[src/rtl/udp_mux_pkg.sv]
// Shared types and constants for the UDP client multiplexer.
// Header delay, FSM encoding, destination-port byte offsets and a saturating counter helper.
package udp_mux_pkg;

    localparam int unsigned HDR_DLY = 5;
    localparam int unsigned GRANT_W = 3;

    localparam logic [2:0] DPORT_HI   = 3'd2;
    localparam logic [2:0] DPORT_LO   = 3'd3;
    localparam logic [2:0] DECIDE_IDX = 3'd4;

    typedef enum logic [1:0] {
        StIdle = 2'd0,
        StHdr  = 2'd1,
        StPay  = 2'd2,
        StSkip = 2'd3
    } mux_state_e;

    typedef struct packed {
        logic [10:0] len;
        logic [7:0]  data;
        logic        raw_l;
        logic        raw_s;
    } dly_word_t;

    localparam int unsigned DLY_W = $bits(dly_word_t);

    function automatic logic [15:0] sat_inc(input logic [15:0] v);
        return (v == 16'hFFFF) ? v : v + 16'd1;
    endfunction

endpackage

[src/rtl/reg_delay.sv]
// Fixed-depth register delay line with asynchronous clear.
// Output equals the input Depth cycles earlier; all stages reset to zero.
module reg_delay #(
    parameter int unsigned Width = 8,
    parameter int unsigned Depth = 1
) (
    input  logic             clk,
    input  logic             rst_n,
    input  logic [Width-1:0] d,
    output logic [Width-1:0] q
);

    logic [Width-1:0] stage_q [Depth];

    always_ff @(posedge clk or negedge rst_n) begin
        if (!rst_n) begin
            for (int unsigned i = 0; i < Depth; i++) begin
                stage_q[i] <= '0;
            end
        end else begin
            stage_q[0] <= d;
            for (int unsigned i = 1; i < Depth; i++) begin
                stage_q[i] <= stage_q[i-1];
            end
        end
    end

    assign q = stage_q[Depth-1];

endmodule

[src/rtl/udp_client_mux.sv]
// Shares one RTEFI UDP client slot among N_CL clients, selected by UDP destination port.
// Input stream is delayed by HDR_DLY so the port decision lands before the first delayed byte.
module udp_client_mux
    import udp_mux_pkg::*;
#(
    parameter int unsigned N_CL      = 4,
    parameter logic [15:0] PORT_BASE = 16'd3000,
    parameter int unsigned N_LAT     = 2
) (
    input  logic              clk,
    input  logic              rst_n,
    input  logic [10:0]       len_c,
    input  logic [7:0]        idata,
    input  logic              raw_l,
    input  logic              raw_s,
    input  logic [N_CL-1:0]   client_en,
    output logic [7:0]        odata,
    output logic [10:0]       len_o,
    output logic [7:0]        idata_o,
    output logic [N_CL-1:0]   raw_l_o,
    output logic [N_CL-1:0]   raw_s_o,
    input  logic [8*N_CL-1:0] odata_i,
    output logic [15:0]       hit_cnt,
    output logic [15:0]       miss_cnt
);

    dly_word_t dly_in, dly_out;

    assign dly_in = '{len: len_c, data: idata, raw_l: raw_l, raw_s: raw_s};

    reg_delay #(
        .Width(DLY_W),
        .Depth(HDR_DLY)
    ) u_in_dly (
        .clk  (clk),
        .rst_n(rst_n),
        .d    (dly_in),
        .q    (dly_out)
    );

    mux_state_e         state_q, state_d;
    logic               raw_l_q;
    logic [2:0]         bi_q, bi_d;
    logic [15:0]        port_q, port_d;
    logic [GRANT_W-1:0] grant_q, grant_d;
    logic               hit_pulse_q, hit_pulse_d;
    logic [15:0]        hit_cnt_q, hit_cnt_d;
    logic [15:0]        miss_cnt_q, miss_cnt_d;

    logic [15:0]        idx;
    logic               hit;
    logic [GRANT_W-1:0] hit_grant;

    always_comb begin
        idx       = port_q - PORT_BASE;
        hit       = 1'b0;
        hit_grant = '0;
        for (int unsigned k = 0; k < N_CL; k++) begin
            if (idx == 16'(k) && client_en[k]) begin
                hit       = 1'b1;
                hit_grant = GRANT_W'(k);
            end
        end
    end

    always_comb begin
        state_d     = state_q;
        bi_d        = bi_q;
        port_d      = port_q;
        grant_d     = grant_q;
        hit_pulse_d = 1'b0;
        hit_cnt_d   = hit_cnt_q;
        miss_cnt_d  = miss_cnt_q;

        if (raw_l) begin
            bi_d = (bi_q == 3'd7) ? bi_q : bi_q + 3'd1;
        end

        case (state_q)
            StIdle: begin
                if (raw_l && !raw_l_q) begin
                    state_d = StHdr;
                    bi_d    = 3'd1;
                end
            end
            StHdr: begin
                if (bi_q == DPORT_HI) port_d[15:8] = idata;
                if (bi_q == DPORT_LO) port_d[7:0]  = idata;
                if (bi_q == DECIDE_IDX) begin
                    if (hit) begin
                        grant_d     = hit_grant;
                        hit_pulse_d = 1'b1;
                        hit_cnt_d   = sat_inc(hit_cnt_q);
                        state_d     = StPay;
                    end else begin
                        miss_cnt_d  = sat_inc(miss_cnt_q);
                        state_d     = StSkip;
                    end
                    if (!raw_l) state_d = StIdle;
                end else if (!raw_l) begin
                    // Runt: header ended before the port was complete.
                    state_d = StIdle;
                end
            end
            StPay, StSkip: begin
                if (!raw_l) state_d = StIdle;
            end
            default: state_d = StIdle;
        endcase
    end

    // Output-side gate, re-latched on each delayed packet start. The decision pulse for a
    // packet lines up exactly with its first delayed byte, so a runt never inherits a grant.
    logic               raw_l_d_q;
    logic               out_hit_q, out_hit;
    logic [GRANT_W-1:0] out_grant_q, out_grant;
    logic               rise_d;

    assign rise_d    = dly_out.raw_l && !raw_l_d_q;
    assign out_hit   = rise_d ? hit_pulse_q : out_hit_q;
    assign out_grant = rise_d ? grant_q : out_grant_q;

    always_ff @(posedge clk or negedge rst_n) begin
        if (!rst_n) begin
            state_q     <= StIdle;
            // Held high so a packet already in flight at reset release is not seen as a start.
            raw_l_q     <= 1'b1;
            bi_q        <= 3'd0;
            port_q      <= 16'd0;
            grant_q     <= '0;
            hit_pulse_q <= 1'b0;
            hit_cnt_q   <= 16'd0;
            miss_cnt_q  <= 16'd0;
            raw_l_d_q   <= 1'b0;
            out_hit_q   <= 1'b0;
            out_grant_q <= '0;
        end else begin
            state_q     <= state_d;
            raw_l_q     <= raw_l;
            bi_q        <= bi_d;
            port_q      <= port_d;
            grant_q     <= grant_d;
            hit_pulse_q <= hit_pulse_d;
            hit_cnt_q   <= hit_cnt_d;
            miss_cnt_q  <= miss_cnt_d;
            raw_l_d_q   <= dly_out.raw_l;
            out_hit_q   <= out_hit;
            out_grant_q <= out_grant;
        end
    end

    always_comb begin
        raw_l_o = '0;
        raw_s_o = '0;
        for (int unsigned k = 0; k < N_CL; k++) begin
            if (out_hit && out_grant == GRANT_W'(k)) begin
                raw_l_o[k] = dly_out.raw_l;
                raw_s_o[k] = dly_out.raw_s;
            end
        end
    end

    logic [GRANT_W:0] sel_in, sel_out;

    assign sel_in = {dly_out.raw_l & out_hit, out_grant};

    reg_delay #(
        .Width(GRANT_W + 1),
        .Depth(N_LAT)
    ) u_sel_dly (
        .clk  (clk),
        .rst_n(rst_n),
        .d    (sel_in),
        .q    (sel_out)
    );

    always_comb begin
        odata = 8'h00;
        for (int unsigned k = 0; k < N_CL; k++) begin
            if (sel_out[GRANT_W] && sel_out[GRANT_W-1:0] == GRANT_W'(k)) begin
                odata = odata_i[8*k +: 8];
            end
        end
    end

    assign len_o    = dly_out.len;
    assign idata_o  = dly_out.data;
    assign hit_cnt  = hit_cnt_q;
    assign miss_cnt = miss_cnt_q;

endmodule

[config.mk]
export PLATFORM = sky130hd
export DESIGN_NAME = udp_client_mux
export DESIGN_NICKNAME = d
export VERILOG_FILES = /design/src/rtl/udp_mux_pkg.sv /design/src/rtl/reg_delay.sv /design/src/rtl/udp_client_mux.sv
export SDC_FILE = /design/constraint.sdc
export NUM_CORES = 1
export LEC_CHECK = 0
export CAP_MARGIN = 0
export CORE_MARGIN = 2
export CORE_UTILIZATION = 55
export DETAILED_ROUTE_END_ITERATION = 6
export PLACE_DENSITY_LB_ADDON = 0.08
export SYNTH_ARGS = -nofsm -noshare
export SYNTH_HDL_FRONTEND = slang
export SYNTH_HIERARCHICAL = 1
export SYNTH_SLANG_ARGS = --single-unit
[constraint.sdc]
create_clock -name clk -period 4.6 [get_ports clk]
set_clock_uncertainty 0.15 [all_clocks]
set_input_delay 0.92 -clock clk [delete_from_list [all_inputs] [get_ports clk]]
set_output_delay 0.92 -clock clk [all_outputs]
set_load 0.03 [all_outputs]
==> results.md <==
- EDFF count, synth: 0
- Placed Area: 0.00765 mm²
- Status: finished clean
- IO Port Bufs: 125
- Initial antenna violation count: 0
- Max-slew headroom: 36.2%
- Die area: 0.0125 mm²
- Largest family of logic cells by synthesized area: simple AND/OR/NAND/NOR gates
- Crit path required time: 3530 ps
- Crit. End Element: primary output
- Adder-cell share of the synthesized area: 1.17%
- Initial DRC Count: 217
- Root buffer cell: clkbuf_16
- Synthesized Nets: 512
- Leak: 0.00353 µW
- Clk Latency, worst-skew pair: 420 ps
- Yosys cell types: 50
- Peak Freq: 278 MHz
- Synth top area share: 67.9%
- IO Count: 126
- Height of the die: 112 µm
- Vias post-DR: 3708
- Ys async rst share: 100%
- PD cells: 459 mW/mm²
- Post-Syn Area: 0.00641 mm²
- Most common cell in the synthesized netlist: dfrtp_1
- Fillcell total: 794
- Final WL: 11.1 mm
- Worst-path cell chain: clkdlybuf4s50_1 -> mux4_2 -> nor2b_1 -> clkdlybuf4s50_1
- Final min period: 3590 ps
- GP Congestion: 0.863
- Sequential fraction of the synthesis area: 68.3%
- Htree depth: 4
- Clk sinks: 175
- Synthesized flop and latch total: 175
- First-pass GRT wire length: 18.5 mm
- Largest net degree at the start of global routing: 114
- Final Cycle Share: 78.1%
- YS warnings: 6
- Crit start category: primary input
- Total gr overflow: 0
- Drt pass-1 iters: 4
- Total GRT Usage: 19.1%
- CTS Hold Bufs: 0
- Clock-pin slew on the worst setup and hold paths: 60 ps
- Max Root-Sink Buffers: 2
- Fin Setup TNS: 0 ps
- Final worst setup slack: 1010 ps
- Slowest CP cell: clkdlybuf4s50_1
- Floorplan row count: 39
- Unrepaired setup endpoints after global routing: false
- Worst reg-to-reg setup slack: 1670 ps
- Routed Antenna Nets: 0
- Post-CTS Setup Inserts: 0
- Post-synthesis mux area share: 7.47%
- Ant diodes: 0
- Avg Cell Area, Syn: 14.3 µm²
- Vias in the first global route: 3708
- Starting Density: 56.2%
- Share of layout cells above drive strength 1: 13.8%
- CTS tree: done
- Core area: 0.0114 mm²
- Synth Area in Simple Gates: 12.1%
- Complex-gate fraction of the synthesized area: 2.73%
- Post-synth top cells: 174 x dfrtp_1, 26 x buf_4, 26 x nand2_1, 24 x nor2_1, 20 x mux2_2
- Area delta synth->final: 28.5%
- Slew Viols, Final: 0
- Nets: 628
- Syn Inst Count: 447
- DP Wirelength: 7.44 mm
- Post-route cell area: 0.00824 mm²
- Routed wire per std cell: 15.5 µm
- CTS buffer count: 17
- Max FO, Critical Path: 1
- Max incr delay on CP: 600 ps
- Count of final setup violators: 0
- Post-synth top area cell: dfrtp_1
- Number of max-cap violations: 0
- Synth top area cells: dfrtp_1 68%, mux2_2 3.5%, buf_4 3.0%
- DP Worst Slack: 1010 ps
- CP Data Arrival Time: 2520 ps
- Die Wd: 112 µm
- Tot Pwr: 3780 µW
- Top_reg_cell synth: dfrtp_1
- Worst-margin pin slew: 957 ps
- Worst Hold Class: reg -> reg
- # DRC: 0
- Vias per cell: 5.17
- Synth Area in XOR/XNOR: 4.10%
- CP most frequent cell: clkdlybuf4s50_1
- VDD IR max: 0.335 mV
- Final hold viol count: 0
- CTS-repair resized insts: 0
- WS Path Type: in -> out
through the flow:
stage / std cells / util, % / hold WS, ps
CTS: 717 / 72.1 / 199
floorplan: 447 / - / 181
finish: 717 / 72.1 / 196
global route: 717 / 72.1 / 201
global placement: 687 / 67.0 / 181
detailed placement: 687 / 67.0 / 185
registers in the layout (all words and copies together) (netlist names):
name / count
u_in_dly/stage_q: 84
u_in_dly/q: 21
hit_cnt: 16
miss_cnt: 16
port_q: 16
u_sel_dly/q: 4
u_sel_dly/stage_q: 4
bi_q: 3
out_grant_q: 3
grant_q: 2
state_q: 2
hit_pulse_q: 1
out_hit_q: 1
raw_l_d_q: 1
raw_l_q: 1
path summary, 6_finish.rpt:
check                                      from                   end  cells past startpoint
setup / recovery                    odata_i[30]              odata[6]                      4
hold / removal             u_in_dly/stage_q[51]  u_in_dly/stage_q[30]                      0
setup reg to reg                      port_q[3]           miss_cnt[1]                      8
hold reg to reg            u_in_dly/stage_q[51]  u_in_dly/stage_q[30]                      0
max in group asynchronous                 rst_n           hit_cnt[10]                      2
min in group asynchronous                 rst_n  u_in_dly/stage_q[40]                      1
area by class of cell:
| cell class | instances | area [µm²] | area share [%] |
|---|---|---|---|
| sequential | 175 | 4380 | 53.2 |
| inverter | 9 | 33.8 | 0.410 |
| multi-input combinational | 230 | 1770 | 21.5 |
| timing repair buffer | 130 | 1290 | 15.7 |
| clock inverter | 12 | 148 | 1.79 |
| clock buffer | 18 | 439 | 5.33 |
| tap | 143 | 179 | 2.17 |
per-layer routing:
metal  global-route usage, %  vias up  wire (µm)
met4                    8.21        0        225
met3                    5.33       21        591
met5                       0        -          0
li1                        -     1743          -
met2                    30.3       98       5460
met1                    25.1     1846       4810
kinds of logic after synthesis:
logic type / count (synthesis)
xor+xnor: 30
simple gates: 135
buf+inv: 42
flops: 175
compound gates: 24
mux: 35
fa+ha+maj: 6
where the power goes:
group	switching, µW	internal (µW)
combinational	260	271
sequential	147	1690
clock	590	823
total	997	2780
critical path: cells and delay by family:
family	cells	cell delay (ps)
simple gates	1	150
mux	1	460
buf+inv	2	990
layout by cell type (no fill, tap or decap), types with 13 or more instances in the layout:
cell type and count:
clkdlybuf4s50_1 124, clkbuf_16 17, mux2_2 20, xor2_1 16
xnor2_1 14, nand2_1 26, nor2b_1 14, nor2_1 24
dfrtp_1 174, nand3_1 13
No activity file was read; power rests on OpenSTA's default activity.
